===== config.mk =====
export PLATFORM = sky130hd
export DESIGN_NAME = meas_frame_sched
export DESIGN_NICKNAME = d
export VERILOG_FILES = /design/src/rtl/meas_frame_sched.sv
export SDC_FILE = /design/constraint.sdc
export NUM_CORES = 1
export LEC_CHECK = 0
export BUFFER_PORTS_ARGS = -buffer_cell sky130_fd_sc_hd__clkbuf_2
export CAP_MARGIN = 30
export CORE_ASPECT_RATIO = 1.5
export CORE_MARGIN = 5
export CORE_UTILIZATION = 40
export DETAILED_ROUTE_END_ITERATION = 10
export PLACE_DENSITY_LB_ADDON = 0.08
export SKIP_CTS_REPAIR_TIMING = 1
export SLEW_MARGIN = 20
export SYNTH_ARGS = -nofsm -noshare
export SYNTH_HDL_FRONTEND = slang
export SYNTH_SLANG_ARGS = --single-unit

===== constraint.sdc =====
create_clock -name clk -period 8.36 [get_ports clk]
set_input_delay 0.836 -clock clk [delete_from_list [all_inputs] [get_ports clk]]
set_output_delay 0.836 -clock clk [all_outputs]
set_load 0.005 [all_outputs]

===== src/rtl/meas_frame_sched.sv =====
// Measurement frame scheduler: snapshots pending results on tick and streams a framed packet to a UART.
// Optional checksum byte before the tail is enabled with the FRAME_CHECKSUM_EN macro.
module meas_frame_sched #(
    parameter logic [7:0] HDR  = 8'hA5,
    parameter logic [7:0] TAIL = 8'h5A
) (
    input  logic        clk,
    input  logic        rst,
    input  logic        tick,
    input  logic [31:0] pinlv,
    input  logic [31:0] cycle,
    input  logic [31:0] duty_cycle,
    input  logic        pinlv_vld,
    input  logic        cycle_vld,
    input  logic        duty_vld,
    output logic [7:0]  tx_data,
    output logic        tx_start,
    input  logic        tx_busy,
    output logic        frame_busy,
    output logic        overrun
);

    // IDLE wait tick | LOAD snapshot+mask | SEND tx_start pulse | WAIT_ACK busy rise
    // WAIT_DONE busy fall | NEXT advance slot or finish after TAIL
    typedef enum logic [2:0] {
        S_IDLE,
        S_LOAD,
        S_SEND,
        S_WAIT_ACK,
        S_WAIT_DONE,
        S_NEXT
    } state_t;

    localparam logic [3:0] SLOT_HDR   = 4'd0;
    localparam logic [3:0] SLOT_MASK  = 4'd1;
    localparam logic [3:0] SLOT_PINLV = 4'd2;
    localparam logic [3:0] SLOT_CYCLE = 4'd6;
    localparam logic [3:0] SLOT_DUTY  = 4'd10;
    localparam logic [3:0] SLOT_CHK   = 4'd14;
    localparam logic [3:0] SLOT_TAIL  = 4'd15;

    state_t      state_q;
    logic [31:0] hold_pinlv_q;
    logic [31:0] hold_cycle_q;
    logic [31:0] hold_duty_q;
    logic [2:0]  pend_q;
    logic [2:0]  pend_d;
    logic [31:0] snap_pinlv_q;
    logic [31:0] snap_cycle_q;
    logic [31:0] snap_duty_q;
    logic [2:0]  mask_q;
    logic [3:0]  idx_q;
    logic [3:0]  idx_d;
    logic [7:0]  byte_d;
    logic [3:0]  off_d;
    logic [31:0] word_d;
    logic [7:0]  tx_data_q;
    logic        tx_start_q;
    logic [2:0]  vld_vec;

    function automatic logic [3:0] next_slot(input logic [3:0] cur, input logic [2:0] m);
        logic [3:0] n;
        n = cur + 4'd1;
        if (n == SLOT_PINLV && !m[0]) n = SLOT_CYCLE;
        if (n == SLOT_CYCLE && !m[1]) n = SLOT_DUTY;
        if (n == SLOT_DUTY  && !m[2]) n = SLOT_CHK;
`ifndef FRAME_CHECKSUM_EN
        if (n == SLOT_CHK) n = SLOT_TAIL;
`endif
        return n;
    endfunction

`ifdef FRAME_CHECKSUM_EN
    logic [7:0] chk_d;

    function automatic logic [7:0] xor4(input logic [31:0] w);
        return w[31:24] ^ w[23:16] ^ w[15:8] ^ w[7:0];
    endfunction

    always_comb begin
        chk_d = {5'b0, mask_q};
        if (mask_q[0]) chk_d = chk_d ^ xor4(snap_pinlv_q);
        if (mask_q[1]) chk_d = chk_d ^ xor4(snap_cycle_q);
        if (mask_q[2]) chk_d = chk_d ^ xor4(snap_duty_q);
    end
`endif

    assign vld_vec = {duty_vld, cycle_vld, pinlv_vld};

    // Captured flags clear on LOAD, but a strobe in that same cycle re-arms its flag.
    assign pend_d = ((state_q == S_LOAD) ? 3'b000 : pend_q) | vld_vec;

    always_ff @(posedge clk or posedge rst) begin
        if (rst) begin
            hold_pinlv_q <= 32'h0;
            hold_cycle_q <= 32'h0;
            hold_duty_q  <= 32'h0;
            pend_q       <= 3'b000;
        end else begin
            if (pinlv_vld) hold_pinlv_q <= pinlv;
            if (cycle_vld) hold_cycle_q <= cycle;
            if (duty_vld)  hold_duty_q  <= duty_cycle;
            pend_q <= pend_d;
        end
    end

    always_comb begin
        idx_d  = next_slot(idx_q, mask_q);
        off_d  = idx_d - SLOT_PINLV;
        word_d = snap_duty_q;
        case (off_d[3:2])
            2'd0:    word_d = snap_pinlv_q;
            2'd1:    word_d = snap_cycle_q;
            default: word_d = snap_duty_q;
        endcase
        byte_d = word_d[31:24];
        case (off_d[1:0])
            2'd0:    byte_d = word_d[31:24];
            2'd1:    byte_d = word_d[23:16];
            2'd2:    byte_d = word_d[15:8];
            default: byte_d = word_d[7:0];
        endcase
        case (idx_d)
            SLOT_HDR:  byte_d = HDR;
            SLOT_MASK: byte_d = {5'b0, mask_q};
`ifdef FRAME_CHECKSUM_EN
            SLOT_CHK:  byte_d = chk_d;
`endif
            SLOT_TAIL: byte_d = TAIL;
            default:   ;
        endcase
    end

    always_ff @(posedge clk or posedge rst) begin
        if (rst) begin
            state_q      <= S_IDLE;
            snap_pinlv_q <= 32'h0;
            snap_cycle_q <= 32'h0;
            snap_duty_q  <= 32'h0;
            mask_q       <= 3'b000;
            idx_q        <= SLOT_HDR;
            tx_data_q    <= 8'h00;
            tx_start_q   <= 1'b0;
        end else begin
            tx_start_q <= 1'b0;
            case (state_q)
                S_IDLE: begin
                    if (tick && (|pend_q)) state_q <= S_LOAD;
                end
                S_LOAD: begin
                    snap_pinlv_q <= hold_pinlv_q;
                    snap_cycle_q <= hold_cycle_q;
                    snap_duty_q  <= hold_duty_q;
                    mask_q       <= pend_q;
                    idx_q        <= SLOT_HDR;
                    tx_data_q    <= HDR;
                    tx_start_q   <= 1'b1;
                    state_q      <= S_SEND;
                end
                S_SEND: begin
                    state_q <= S_WAIT_ACK;
                end
                S_WAIT_ACK: begin
                    if (tx_busy) state_q <= S_WAIT_DONE;
                end
                S_WAIT_DONE: begin
                    if (!tx_busy) state_q <= S_NEXT;
                end
                S_NEXT: begin
                    if (idx_q == SLOT_TAIL) begin
                        idx_q   <= SLOT_HDR;
                        state_q <= S_IDLE;
                    end else begin
                        idx_q      <= idx_d;
                        tx_data_q  <= byte_d;
                        tx_start_q <= 1'b1;
                        state_q    <= S_SEND;
                    end
                end
                default: state_q <= S_IDLE;
            endcase
        end
    end

    assign tx_data    = tx_data_q;
    assign tx_start   = tx_start_q;
    assign frame_busy = (state_q != S_IDLE);
    assign overrun    = tick && (state_q != S_IDLE);

endmodule

==> impl_results.md <==
* Status: finished, final reports clean
* Hpwl dp at around 16000 microns
* CP Launch Type: register
* Final setup fails at 0
* EDFF count, synth at 0
* Crit path max fanout at 20
* Crit. End Element: register
* Critical Path RT at 8.75 ns
* First-pass GRT wire length at 37500 microns
* CP cell instances: ha_1 > a41oi_1 > o21ai_1 > buf_4 > nand2_1 > o21a_1 > ha_1 > buf_4 > mux2_2 > mux4_2 > nand3_1 > nand3_1
* Post-synthesis xor/xnor area fraction at 0.638%
* Yosys top cell area share at 56.9%
* Antenna violation net count after detailed routing at 0
* Layout Area Growth over Synthesis at 17.2%
* Comb power frac at a little over a third
* Async S/R FF share, synth at 100%
* Worst-Margin Slew at 0.925 ns
* Syn Std Cell Area at 9410 sq um
* Yosys reg bits at 214
* Sequential share of power at a little under two fifths
* WS Path Type: reg -> reg
* WL per Instance at 17.8 microns
* Vias at 6525
* Setup TNS at 0 ns
* H-tree depth at 1
* Grt total ovfl at 0
* Final period util at 57.1%
* Finished Layout Cells at 1305
* Primary FF master, synth: dfrtp_1
* Largest net degree at the start of global routing at 118
* Layout cells sized above 1 at 29.4%
* Port bufs at ~110
* RePlAce Congestion at 0.865
* Clock power frac at 25.4%
* Fin worst setup slack at 3.59 ns
* Synthesized Nets at 985
* Seq/Total Area, Yosys at 56.9%
* Main combinational cell family by area after synthesis: simple AND/OR/NAND/NOR gates
* Area leader, netlist: dfrtp_1
* Critical path's largest stage delay at 0.87 ns
* Core Region at 23100 sq um
* Post-layout net count at 1079
* Synth Area in Adders at 0.399%
* Synth Instances at 879
* DIE AREA at between 20000 and 30000 sq um
* Arrival time at the worst endpoint at 5.16 ns
* Hold/Removal Path Class: reg -> reg
* Worst slack, placed at 3.11 ns
* Synth warn at 0
* Min cycle time layout at 4.77 ns
* Clk_skew at 0.00936 ns
* DRT Pass-1 Iters at 4
* Max Freq at roughly 210 MHz
* Site Rows at 68
* Count of different cell masters after synthesis at 60
* PwrDens at 381 nW/um^2
* I/O pin total at 114
* DR iter-0 viols at 357
* GRT Total Usage at between 10% and 20%
* Slew HR at 38.4%
* Hold WS at ~0.47 ns
* Compound-Gate Fraction of Synth Area at 6.58%
* Clock Latency Late Sink at 0.51 ns
* Leading cell type in the layout, fill and taps excluded: nand2_1
* Clock Sinks at 214
* MaxCap Viol Count at 0
* Clock Root Buffer: clkbuf_16
* Leak pwr at 5.24 nW
* CTS tree: built
* Initial core utilization at 40.7%
* Vias in the first global route at 6911
* Antenna violations before repair at 0
* Final count of hold timing violations at 0
* Vias/cell at about 5.0
* Placed cell count at 1262
* Synthesized area per cell at 10.7 sq um
* Routed wire length at 23200 microns
* Clock transition at the registers of the reported paths at 0.06 ns
* CP max-delay cell: dfrtp_1
* Clk buf depth at 3
* VDD IR max at around 190 uV
* TritonCTS Buffers at 23
* Width of the die at 135 microns
* Die height at approximately 200 microns
* Post-synthesis mux area share at 16.2%
* Simple-gate share of the synthesized area at 16.4%
* Psw at 1.60 mW
* DRC at 0
* Internal power at 2.60 mW
* RSZ-0062 raised after global routing: false
* Kind of cell adding the most delay to the critical path: adder cells
* Sw Share at 38.1%
* Pins Over Slew Limit at 0
* Area contributors post-synth: dfrtp_1, mux2_2, nand2_1
* CP Buf/Inv Count at 2
* N_diodes at 0
* Most frequent cells in the layout: nand2_1, dfrtp_1, clkbuf_2
-- worst min-delay path, delay by kind of cell (launching register included) --
family / cells / cell delay (ns)
flops: 1 / 0.34
simple gates: 2 / 0.10
-- cell type report --
cell class / instances / area (sq um)
Clock buffer: 28 / 614
Clock inverter: 14 / 183
Fill cell: 2265 / 12100
Inverter: 10 / 45.0
Multi-Input combinational cell: 604 / 3800
Sequential cell: 214 / 5360
Tap cell: 315 / 394
Timing Repair Buffer: 120 / 638
-- per-stage QoR --
| stage | total power, mW | utilization [%] | instance area, sq um |
|---|---|---|---|
| after floorplan | 2.70 | - | 9410 |
| after global placement | 3.14 | 44.0 | 10200 |
| after detailed placement | 3.16 | 44.2 | 10200 |
| after CTS | 4.26 | 47.6 | 11000 |
| after global routing | 4.51 | 47.7 | 11000 |
| final | 4.21 | 47.7 | 11000 |
-- power by group through the flow --
stage	Clock (mW)	Sequential (mW)	Combinational [mW]
floorplan	0	1.48	1.22
global placement	0	1.63	1.51
detailed placement	0	1.62	1.54
CTS	1.10	1.61	1.55
global route	1.15	1.64	1.73
finish	1.07	1.60	1.54
-- flip-flops by register name, indices dropped and copies added, names as in the netlist, 3 cells and up --
| signal | count |
|---|---|
| hold_cycle_q | 32 |
| hold_duty_q | 32 |
| hold_pinlv_q | 32 |
| snap_cycle_q | 32 |
| snap_duty_q | 32 |
| snap_pinlv_q | 32 |
| tx_data | 8 |
| idx_q | 4 |
| mask_q | 3 |
| pend_q | 3 |
| state_q | 3 |
-- worst paths after layout --
path / from / end / slack [ns] / cells after the start
max in group asynchronous: rst / snap_cycle_q[14]$_DFFE_PP0P_ / 6.08 / 4
worst max register to register: idx_q[0]$_DFFE_PP0P_ / tx_data[3]$_DFFE_PP0P_ / 3.59 / 12
worst max-delay path: idx_q[0]$_DFFE_PP0P_ / tx_data[3]$_DFFE_PP0P_ / 3.59 / 12
worst min-delay path: hold_duty_q[5]$_DFFE_PP0P_ / snap_duty_q[5]$_DFFE_PP0P_ / 0.47 / 2
min in group asynchronous: rst / hold_duty_q[4]$_DFFE_PP0P_ / 0.49 / 2
worst min register to register: hold_duty_q[5]$_DFFE_PP0P_ / snap_duty_q[5]$_DFFE_PP0P_ / 0.47 / 2
-- routing by layer --
layer	vias to the layer above	routed length [microns]	part of all wire, %	GRT usage [%]
li1	3149	-	-	-
met3	36	1060	4.6	2.90
met5	-	0	0	0
met4	0	608	2.6	5.49
met2	137	11000	47	28.3
met1	3203	10500	45	24.2
-- cells in the mapped netlist (all sizes together), types with 2 or more instances --
cell / number
o2111a: 3
xor2: 2
nor3: 12
a211o: 2
clkbuf: 38
o22ai: 3
buf: 13
nand4: 3
a211oi: 4
mux4: 4
and3: 3
a2111oi: 4
nand2: 309
mux2i: 18
o21ai: 32
nand3: 15
o2111ai: 6
a21oi: 13
a221oi: 4
dfrtp: 214
mux2: 110
nand2b: 2
ha: 3
inv: 10
or3: 3
nor2: 21
a21o: 4
nor3b: 2
o211ai: 3
a22o: 2
nor2b: 6
-- cells by family after synthesis --
family / count (synthesis)
AND/OR/NAND/NOR: 379
flip-flops: 214
multiplexers: 132
AO/OA/AOI/OAI: 87
buffers and inverters: 61
XOR/XNOR: 3
adder cells (fa/ha/maj): 3
No activity file was read; power rests on OpenSTA's default activity.
